<file path="config.mk">
export PLATFORM = sky130hd
export DESIGN_NAME = matrix_issue_scheduler
export DESIGN_NICKNAME = d
export VERILOG_FILES = /design/src/rtl/matrix_ops_pkg.sv /design/src/rtl/matrix_op_queue.sv /design/src/rtl/matrix_issue_scheduler.sv
export SDC_FILE = /design/constraint.sdc
export NUM_CORES = 1
export LEC_CHECK = 0
export BUFFER_PORTS_ARGS = -buffer_cell sky130_fd_sc_hd__buf_2
export CAP_MARGIN = 20
export CORE_MARGIN = 1.5
export CORE_UTILIZATION = 51
export DETAILED_ROUTE_END_ITERATION = 7
export PLACE_DENSITY = 0.76
export SETUP_SLACK_MARGIN = 0.15
export SKIP_CTS_REPAIR_TIMING = 1
export SLEW_MARGIN = 0
export SYNTH_ARGS = -nofsm -noshare
export SYNTH_HDL_FRONTEND = slang
export SYNTH_HIERARCHICAL = 1
export SYNTH_SLANG_ARGS = --single-unit
</file>
<file path="constraint.sdc">
create_clock -name clk -period 3.2 [get_ports clk]
set_input_delay 0.16 -clock clk [delete_from_list [all_inputs] [get_ports clk]]
set_output_delay 0.16 -clock clk [all_outputs]
set_load 0.01 [all_outputs]
</file>
<file path="src/rtl/matrix_ops_pkg.sv">
// Shared types for the matrix accelerator front end: op encoding, scheduler states and queue entries.
package matrix_ops_pkg;

    typedef enum logic [1:0] {
        MX_OP_MUL       = 2'd0,
        MX_OP_MAC       = 2'd1,
        MX_OP_ADD       = 2'd2,
        MX_OP_TRANSPOSE = 2'd3
    } matrix_op_t;

    typedef enum logic [1:0] {
        SCHED_IDLE,
        SCHED_START,
        SCHED_BUSY,
        SCHED_WB
    } sched_state_t;

    typedef struct packed {
        matrix_op_t op;
        logic [4:0] rd;
    } sched_entry_t;

endpackage

</file>
<file path="src/rtl/matrix_op_queue.sv">
// In-order pending-op FIFO with flush, occupancy count and a flat per-slot valid/rd view
// used by the hazard compare.
module matrix_op_queue
    import matrix_ops_pkg::*;
#(
    parameter int unsigned DEPTH  = 4,
    parameter int unsigned ADDR_W = 5,
    localparam int unsigned PTR_W = $clog2(DEPTH),
    localparam int unsigned CNT_W = $clog2(DEPTH) + 1
) (
    input  logic                    clk,
    input  logic                    rst,
    input  logic                    flush,
    input  logic                    push,
    input  matrix_op_t              push_op,
    input  logic [ADDR_W-1:0]       push_rd,
    input  logic                    pop,
    output matrix_op_t              head_op,
    output logic [ADDR_W-1:0]       head_rd,
    output logic                    full,
    output logic                    empty,
    output logic [CNT_W-1:0]        count,
    output logic [DEPTH-1:0]        entry_valid,
    output logic [DEPTH*ADDR_W-1:0] entry_rd
);

    matrix_op_t        op_mem [DEPTH];
    logic [ADDR_W-1:0] rd_mem [DEPTH];

    logic [PTR_W-1:0] wr_ptr_q, rd_ptr_q;
    logic [CNT_W-1:0] count_q;
    logic             do_push, do_pop;

    assign full    = (count_q == CNT_W'(DEPTH));
    assign empty   = (count_q == '0);
    assign do_push = push && !full && !flush;
    assign do_pop  = pop && !empty && !flush;

    always_ff @(posedge clk) begin
        if (rst || flush) begin
            wr_ptr_q <= '0;
            rd_ptr_q <= '0;
            count_q  <= '0;
        end else begin
            if (do_push) wr_ptr_q <= wr_ptr_q + PTR_W'(1);
            if (do_pop)  rd_ptr_q <= rd_ptr_q + PTR_W'(1);
            case ({do_push, do_pop})
                2'b10:   count_q <= count_q + CNT_W'(1);
                2'b01:   count_q <= count_q - CNT_W'(1);
                default: count_q <= count_q;
            endcase
        end
    end

    // Storage needs no reset; slot validity comes from the pointers.
    always_ff @(posedge clk) begin
        if (do_push) begin
            op_mem[wr_ptr_q] <= push_op;
            rd_mem[wr_ptr_q] <= push_rd;
        end
    end

    assign head_op = op_mem[rd_ptr_q];
    assign head_rd = rd_mem[rd_ptr_q];
    assign count   = count_q;

    for (genvar g = 0; g < DEPTH; g++) begin : g_view
        logic [PTR_W-1:0] offset;
        assign offset                        = PTR_W'(g) - rd_ptr_q;
        assign entry_valid[g]                = ({1'b0, offset} < count_q);
        assign entry_rd[g*ADDR_W +: ADDR_W]  = rd_mem[g];
    end

endmodule

</file>
<file path="src/rtl/matrix_issue_scheduler.sv">
// Issue scheduler for the shared matrix accelerator: queues decoded ops, issues one at a time,
// holds the result for writeback and flags RAW hazards against pending destinations.
module matrix_issue_scheduler
    import matrix_ops_pkg::*;
#(
    parameter int unsigned QUEUE_DEPTH = 4,
    parameter int unsigned REG_ADDR_W  = 5
) (
    input  logic                         clk,
    input  logic                         rst,
    input  logic                         req_valid,
    output logic                         req_ready,
    input  matrix_op_t                   req_op,
    input  logic [REG_ADDR_W-1:0]        req_rd,
    input  logic                         flush,
    output logic                         mx_start,
    output matrix_op_t                   mx_op,
    output logic [REG_ADDR_W-1:0]        mx_rd,
    input  logic                         mx_busy,
    input  logic                         mx_done,
    output logic                         wb_valid,
    output logic [REG_ADDR_W-1:0]        wb_rd,
    input  logic                         wb_ready,
    input  logic [REG_ADDR_W-1:0]        chk_rs1,
    input  logic [REG_ADDR_W-1:0]        chk_rs2,
    output logic                         chk_hazard,
    output logic [$clog2(QUEUE_DEPTH):0] queue_count,
    output logic                         sched_busy
);

    logic                              q_full, q_empty, issue;
    matrix_op_t                        head_op;
    logic [REG_ADDR_W-1:0]             head_rd;
    logic [QUEUE_DEPTH-1:0]            entry_valid;
    logic [QUEUE_DEPTH*REG_ADDR_W-1:0] entry_rd;

    sched_state_t          state_q;
    logic                  mx_start_q, wb_valid_q;
    matrix_op_t            mx_op_q;
    logic [REG_ADDR_W-1:0] mx_rd_q;

    assign req_ready = !q_full && !flush;
    // Issue is held off during a flush so the popped op cannot escape the discard.
    assign issue     = (state_q == SCHED_IDLE) && !q_empty && !mx_busy && !flush;

    matrix_op_queue #(
        .DEPTH  (QUEUE_DEPTH),
        .ADDR_W (REG_ADDR_W)
    ) u_queue (
        .clk         (clk),
        .rst         (rst),
        .flush       (flush),
        .push        (req_valid && req_ready),
        .push_op     (req_op),
        .push_rd     (req_rd),
        .pop         (issue),
        .head_op     (head_op),
        .head_rd     (head_rd),
        .full        (q_full),
        .empty       (q_empty),
        .count       (queue_count),
        .entry_valid (entry_valid),
        .entry_rd    (entry_rd)
    );

    always_ff @(posedge clk) begin
        if (rst) begin
            state_q    <= SCHED_IDLE;
            mx_start_q <= 1'b0;
            wb_valid_q <= 1'b0;
            mx_op_q    <= MX_OP_MUL;
            mx_rd_q    <= '0;
        end else begin
            case (state_q)
                SCHED_IDLE: begin
                    if (issue) begin
                        mx_op_q    <= head_op;
                        mx_rd_q    <= head_rd;
                        mx_start_q <= 1'b1;
                        state_q    <= SCHED_START;
                    end
                end
                SCHED_START: begin
                    mx_start_q <= 1'b0;
                    state_q    <= SCHED_BUSY;
                end
                SCHED_BUSY: begin
                    if (mx_done) begin
                        wb_valid_q <= 1'b1;
                        state_q    <= SCHED_WB;
                    end
                end
                SCHED_WB: begin
                    if (wb_ready) begin
                        wb_valid_q <= 1'b0;
                        state_q    <= SCHED_IDLE;
                    end
                end
                default: state_q <= SCHED_IDLE;
            endcase
        end
    end

    assign mx_start   = mx_start_q;
    assign mx_op      = mx_op_q;
    assign mx_rd      = mx_rd_q;
    assign wb_valid   = wb_valid_q;
    assign wb_rd      = mx_rd_q;
    assign sched_busy = (state_q != SCHED_IDLE) || !q_empty;

    function automatic logic src_match(input logic [REG_ADDR_W-1:0] rd,
                                       input logic [REG_ADDR_W-1:0] rs1,
                                       input logic [REG_ADDR_W-1:0] rs2);
        return ((rs1 != '0) && (rs1 == rd)) || ((rs2 != '0) && (rs2 == rd));
    endfunction

    logic [QUEUE_DEPTH:0] hit;

    for (genvar g = 0; g < QUEUE_DEPTH; g++) begin : g_hit
        assign hit[g] = entry_valid[g] &&
                        src_match(entry_rd[g*REG_ADDR_W +: REG_ADDR_W], chk_rs1, chk_rs2);
    end
    assign hit[QUEUE_DEPTH] = (state_q != SCHED_IDLE) && src_match(mx_rd_q, chk_rs1, chk_rs2);
    assign chk_hazard       = |hit;

endmodule

</file>
; ---- Yosys cells after proc, flatten, opt, wreduce, memory -nomap -nowiden
; Memory sizes are Yosys's and may differ from the RTL's. A register that Yosys moved wholly into a read port is not among the register bits.
; Index checks and enable logic that the tools add are counted.
[op_classes]
n_addsub = 8
n_mul = 0
n_div = 0
magnitude_cmp = 4
n_eq_ne = 19
n_shift = 0
n_mux = 12
bitwise = 0
reduce_logical = 48
[op_table]
columns = op, n
row1 = 5-bit equality test, 10
row2 = 1-bit logical AND, 24
row3 = 2-bit by 3-bit < comparator with 1-bit output, 4
row4 = 5-bit nonzero test, 2
row5 = 2-bit case mux with 4 select lines, 1
row6 = 2-bit nonzero test, 4
row7 = 1-bit logical OR, 7
row8 = 2-bit equality test (second input constant), 3
row9 = 2-bit 2-to-1 mux, 3
row10 = 3-bit case mux with 2 select lines, 1
row11 = 3-bit AND reduction, 2
row12 = 1-bit 2-to-1 mux, 5
row13 = 5-bit OR reduction, 1
row14 = 2-bit by 1-bit adder with 2-bit output (second input constant), 2
row15 = 2-bit by 1-bit equality test with 1-bit output (second input constant), 2
row16 = 1-bit logical NOT, 4
row17 = 2-bit != test (second input constant), 2
row18 = 1-bit case mux with 2 select lines, 2
row19 = 2-bit AND reduction, 2
row20 = 1-bit by 2-bit subtractor with 2-bit output (first input constant), 2
row21 = 2-bit subtractor (first input constant), 2
row22 = 3-bit by 1-bit adder with 3-bit output (second input constant), 1
row23 = 3-bit equality test (second input constant), 1
row24 = 3-bit logical NOT, 1
row25 = other kinds (3), 3
[word_totals]
ff_bits = 11
latchBits = 0
ram_bits = 28
mem_bits_ro = 0
input_bits = 24
output_inout_bits = 20
word_cells = 99
n_memories = 2
[memory_table]
columns = memory, words, width, read_ports, rd_ports_with_merged_regs, write_ports, line
row1 = u_queue.rd_mem, 4, 5, 5, 1, 1, matrix_op_queue.sv:28  ; logic [ADDR_W-1:0] rd_mem [DEPTH];
row2 = u_queue.op_mem, 4, 2, 1, 1, 1, matrix_op_queue.sv:27  ; matrix_op_t op_mem [DEPTH];

; ---- Logic depth before layout (Yosys ltp)
[logic_depth]
ltp_word = 9
ltp_mapped = 14
depth_no_buf = 13

; ---- By module
; Netlist, hierarchy kept.
[by_module_without_submodules]
columns = mod, n_inst, cells_each, area_per_inst_um2, seq_area_each_um2
row1 = matrix_op_queue, 1, 111, 1646.6, 1021.0
row2 = matrix_issue_scheduler, 1, 158, 1221.2, 220.2

; ---- Worst setup path before layout
; OpenSTA, ideal clock, no wires.
[synth_path]
path_kind = reg-to-reg
startpoint = reg u_queue.count_q[0] (netlist: u_queue/count[0])
endpoint = reg u_queue.count_q[2] (netlist: u_queue/count[2])
setup_time_ps = 70
arrival_ps = 3138
required_ps = 3130
setup_slack_ps = -8
stages_incl_launch_ff = 12
path_buffers = 1
synth_period_minus_slack_ps = 3208
cell_sequence = dfxtp_1 -> nor3_1 -> or4b_1 -> buf_2 -> clkinv_1 -> nor3b_1 -> ha_1 -> inv_1 -> fa_1 -> xor2_1 -> or3_2 -> a21oi_1
[synth_via]
elab_chain_len = 9
elab_cells_between_ends = 19
classes_between = add/sub: 2 / eq/ne: 3 / mux: 1 / reduce/logical: 13
[synth_rtl]
columns = item, line
row1 = start: declaration, matrix_op_queue.sv:31  ; logic [CNT_W-1:0] count_q;
row2 = start signal: assignment, matrix_op_queue.sv:48  ; 2'b10: count_q <= count_q + CNT_W'(1);
row3 = start signal: assignment, matrix_op_queue.sv:49  ; 2'b01: count_q <= count_q - CNT_W'(1);
row4 = start signal: assignment, matrix_op_queue.sv:50  ; default: count_q <= count_q;
row5 = 3-bit logical NOT *, matrix_op_queue.sv:35  ; assign empty = (count_q == '0);
row6 = named net q_empty, matrix_issue_scheduler.sv:31  ; logic q_full, q_empty, issue;
row7 = 1-bit logical NOT *, matrix_issue_scheduler.sv:44  ; assign issue = (state_q == SCHED_IDLE) && !q_empty && !mx_busy && !flush;
row8 = 1-bit logical AND * (3 in series), matrix_issue_scheduler.sv:44
row9 = named net issue, matrix_issue_scheduler.sv:31
row10 = 1-bit logical AND * (2 in series), matrix_op_queue.sv:37  ; assign do_pop = pop && !empty && !flush;
row11 = named net u_queue.do_pop, matrix_op_queue.sv:32  ; logic do_push, do_pop;
row12 = 2-bit by 1-bit equality test with 1-bit output or 2-bit equality test (tied branches), matrix_op_queue.sv:47  ; case ({do_push, do_pop})
row13 = 3-bit case mux with 2 select lines or 2-bit nonzero test (tied branches), --
; Mark *: on every way through the listed nets, which the timed path passes. The rest lies on a longest branch.
; A chain may end at the register's enable or synchronous reset.

; ---- Worst setup path after layout
[layout_path]
startpoint = reg u_queue.count_q[2] (netlist: u_queue/count[2])
endpoint = reg u_queue.count_q[2] (netlist: u_queue/count[2])
[layout_via]
elab_cells_between_ends = 19
classes_between = add/sub: 2 / eq/ne: 3 / mux: 1 / reduce/logical: 13
[layout_rtl]
columns = item, line
row1 = 3-bit equality test *, matrix_op_queue.sv:34  ; assign full = (count_q == CNT_W'(DEPTH));
row2 = named net q_full, matrix_issue_scheduler.sv:31
row3 = 1-bit logical NOT *, "matrix_op_queue.sv:36, matrix_issue_scheduler.sv:42"
row4 = 1-bit logical AND, matrix_issue_scheduler.sv:42  ; assign req_ready = !q_full && !flush;
row5 = 1-bit logical AND, matrix_issue_scheduler.sv:53  ; .push (req_valid && req_ready),
row6 = 1-bit logical AND * (2 in series), matrix_op_queue.sv:36  ; assign do_push = push && !full && !flush;
row7 = 2-bit by 1-bit equality test with 1-bit output or 2-bit equality test (tied branches), matrix_op_queue.sv:47
row8 = 3-bit case mux with 2 select lines or 2-bit nonzero test (tied branches), --
; Marks and branches as above.

==> flow_metrics.env <==
export IMPL_grt_max_degree=17
export IMPL_die_h_um=78.0
export IMPL_drv_slew=0
export IMPL_final_nets=341
export IMPL_io_pins=44
export IMPL_p_int_mw=0.972
export IMPL_r2r_end="u_queue/count[2]$_SDFFE_PP0P_"
export IMPL_synth_seq_cells=48
export IMPL_overflow=0
export IMPL_antenna_found_initial=0
export IMPL_drt_iter0_markers=146
export IMPL_fin_cells=375
export IMPL_via_per_inst=5.52
export IMPL_netlist_area_um2=2870
export IMPL_drt_first_pass_iters=4
export IMPL_synth_cell_types=46
export IMPL_netlist_top_cells_area="edfxtp_1 29%, dfxtp_1 14%, xnor2_1 12%"
export IMPL_async_flop_share_pct=0
export IMPL_powerDensity_nw_per_um2=401
export IMPL_start_util_pct=52.4
export IMPL_h_tree_depth=2
export IMPL_critPathMaxStageDelay_ns=0.45
export IMPL_setup_viol=0
export IMPL_grt_use_total_pct=20.6
export IMPL_drive_gt1_share_pct=27.7
export IMPL_yosys_warnings=6
export IMPL_hold_depth=1
export IMPL_synth_ff_type="edfxtp_1"
export IMPL_drc=0
export IMPL_synth_top_area_cell="edfxtp_1"
export IMPL_worstPathRequired_ns=3.44
export IMPL_pwr_share_seq_pct=52.1
export IMPL_syn_inst=269
export IMPL_status="completed"
export IMPL_synth_edf_count=28
export IMPL_grt_pass1_wl_mm=9.43
export IMPL_p_clk_share_pct=34.7
export IMPL_dp_hpwl_mm=4.40
export IMPL_syn_nets=308
export IMPL_core_region_area_um2=5470
export IMPL_relSlewSlack_pct=66.0
export IMPL_fp_row_count=27
export IMPL_synth_top_cell_area_share_pct=29.3
export IMPL_period_share_pct=91.5
export IMPL_hp_start="req_rd[2]"
export IMPL_p_leak_nw=1.20
export IMPL_rrSetupSlack_ns=0.27
export IMPL_yosysMostFrequentCell="xnor2_1"
export IMPL_path_cells="or3b_4, inv_1, nor2_1, and2_1, nor2b_1, and2_4, inv_1, ha_2, inv_1, fa_1, xor2_1, or3_2, a21oi_1"
export IMPL_reg2reg_from="u_queue/count[2]$_SDFFE_PP0P_"
export IMPL_syn_to_final_growth_pct=12.3
export IMPL_num_vias=2069
export IMPL_clockBufferDepth=2
export IMPL_clk_pin_slew_worst_paths_ns=0.09
export IMPL_final_setup_tns_ns=0
export IMPL_switching_share_pct=24.8
export IMPL_cts_sinks=48
export IMPL_die_x_um=78.0
export IMPL_worstPathArrival_ns=3.16
export IMPL_criticalPathCategory="reg -> reg"
export IMPL_routedWlPerCell_um=15.9
export IMPL_syn_area_per_cell_um2=10.7
export IMPL_cpMaxStageDelayCell="or3b_4"
export IMPL_ys_seq_area_share_pct=43.3
export IMPL_rsz0062_at_grt="no"
export IMPL_min_path_type="in -> reg"
export IMPL_die_area_um2=6080
export IMPL_place_inst=366
export IMPL_cp_start_kind="flop"
export IMPL_peakVddDrop_uv=365
export IMPL_max_cap_violations=0
export IMPL_fmax_ghz=0.342
export IMPL_synthTopCellsByCount="39 x xnor2_1, 28 x edfxtp_1, 20 x dfxtp_1, 20 x nand2_1, 17 x a21oi_1"
export IMPL_min_to="u_queue/rd_mem[0][2]$_DFFE_PP_"
export IMPL_end_kind="flop"
export IMPL_num_antenna_cells=0
export IMPL_p_comb_share_pct=13.2
export IMPL_worst_r2r_path_depth=13
export IMPL_cts_tree="built"
export IMPL_final_hold_viol_count=0
export IMPL_fin_worst_skew_ns=0.00717
export IMPL_worst_pin_slew_ns=0.509
export IMPL_io_buffers=43
export IMPL_cp_common_cell="inv_1"
export IMPL_ant_nets=0
export IMPL_grt_pass1_vias=1948
export IMPL_p_sw_mw=0.320
export IMPL_wl_mm=5.98
export IMPL_fin_util_pct=58.9
export IMPL_insertion_delay_ns=0.31
export IMPL_cts_buffers=5
export IMPL_cp_max_fo=9
export IMPL_place_congestion=0.859
export IMPL_final_min_clock_period_ns=2.93
export IMPL_root_buffer="clkbuf_8"
[worst max path at each step]
stage / endpoint / slack, ns / depth (start not counted) / startpoint
2_1_floorplan: u_queue/count[2]$_SDFFE_PP0P_ / 0.18 / 11 / u_queue/count[2]$_SDFFE_PP0P_
3_3_place_gp: u_queue/count[2]$_SDFFE_PP0P_ / 0.29 / 13 / u_queue/count[2]$_SDFFE_PP0P_
3_5_place_dp: u_queue/count[2]$_SDFFE_PP0P_ / 0.21 / 13 / u_queue/count[2]$_SDFFE_PP0P_
4_1_cts: u_queue/count[2]$_SDFFE_PP0P_ / 0.18 / 13 / u_queue/count[2]$_SDFFE_PP0P_
5_1_grt: u_queue/count[2]$_SDFFE_PP0P_ / 0.13 / 13 / u_queue/count[2]$_SDFFE_PP0P_
6_report: u_queue/count[2]$_SDFFE_PP0P_ / 0.27 / 13 / u_queue/count[2]$_SDFFE_PP0P_
[routing by layer]
layer | vias to the layer above | wire (µm) | track usage (%)
met5 | - | 0 | 0
met4 | 0 | 102 | 8.04
met3 | 12 | 298 | 3.88
met2 | 59 | 2940 | 33.8
met1 | 1003 | 2630 | 26.7
li1 | 995 | - | -
[registers in the layout, indices dropped and copies added, names as in the netlist, 2 cells and up, named ones only]
name / cells
u_queue/rd_mem: 20
u_queue/op_mem: 8
mx_rd: 5
u_queue/count: 3
mx_op: 2
state_q: 2
u_queue/rd_ptr_q: 2
u_queue/wr_ptr_q: 2
[cell families (layout without fill, tap and decap cells)]
kind of cell	after synthesis	count (layout)	synth area share (%)
AND/OR/NAND/NOR	75	75	14.0
buffers and inverters	34	68	5.80
adder cells (fa/ha/maj)	15	15	6.81
AO/OA/AOI/OAI	34	34	7.37
flip-flops	48	48	43.3
XOR/XNOR	53	53	16.2
multiplexers	10	10	6.54
[final cells by class]
class                           count  area, µm²
Sequential cell                    48       1240
Tap cell                           72       90.1
Clock inverter                      3       46.3
Clock buffer                        5       68.8
Inverter                           13       48.8
Fill cell                         487       2250
Multi-Input combinational cell    187       1480
Timing Repair Buffer               47        245
[cells in the final DEF (no fill, tap or decap), types with 11 or more instances in the layout]
cell,synthesis,final
a21oi_1,17,17
buf_2,6,43
dfxtp_1,20,18
edfxtp_1,28,28
ha_1,14,12
inv_1,12,11
nand2_1,20,20
nand3_1,12,12
nor2_1,11,11
xnor2_1,39,39
xor2_1,14,14
[worst max-delay path, delay by kind of cell, from the launching register on]
| family | cells | cell delay (ns) |
|---|---|---|
| simple gates | 6 | 1.43 |
| fa+ha+maj | 2 | 0.54 |
| flops | 1 | 0.40 |
| buf+inv | 3 | 0.19 |
| xor+xnor | 1 | 0.16 |
| compound gates | 1 | 0.16 |
[through the flow]
stage	hold slack, ns	setup slack (ns)	total power [mW]	area, µm²
2_1_floorplan	0.233	0.181	0.804	2880
3_3_place_gp	0.375	0.290	0.851	3090
3_5_place_dp	0.377	0.214	0.855	3090
4_1_cts	0.0486	0.176	1.30	3210
5_1_grt	0.0548	0.131	1.34	3220
6_report	0.0643	0.273	1.29	3220
[power by group through the flow]
stage,Combinational [mW],Clock (mW),Sequential (mW)
after global placement,0.164,0,0.687
after CTS,0.169,0.458,0.673
final,0.170,0.448,0.674
after global routing,0.190,0.479,0.675
after floorplan,0.117,0,0.687
after detailed placement,0.168,0,0.688
Note: power is estimated with default switching activity, not from simulation.
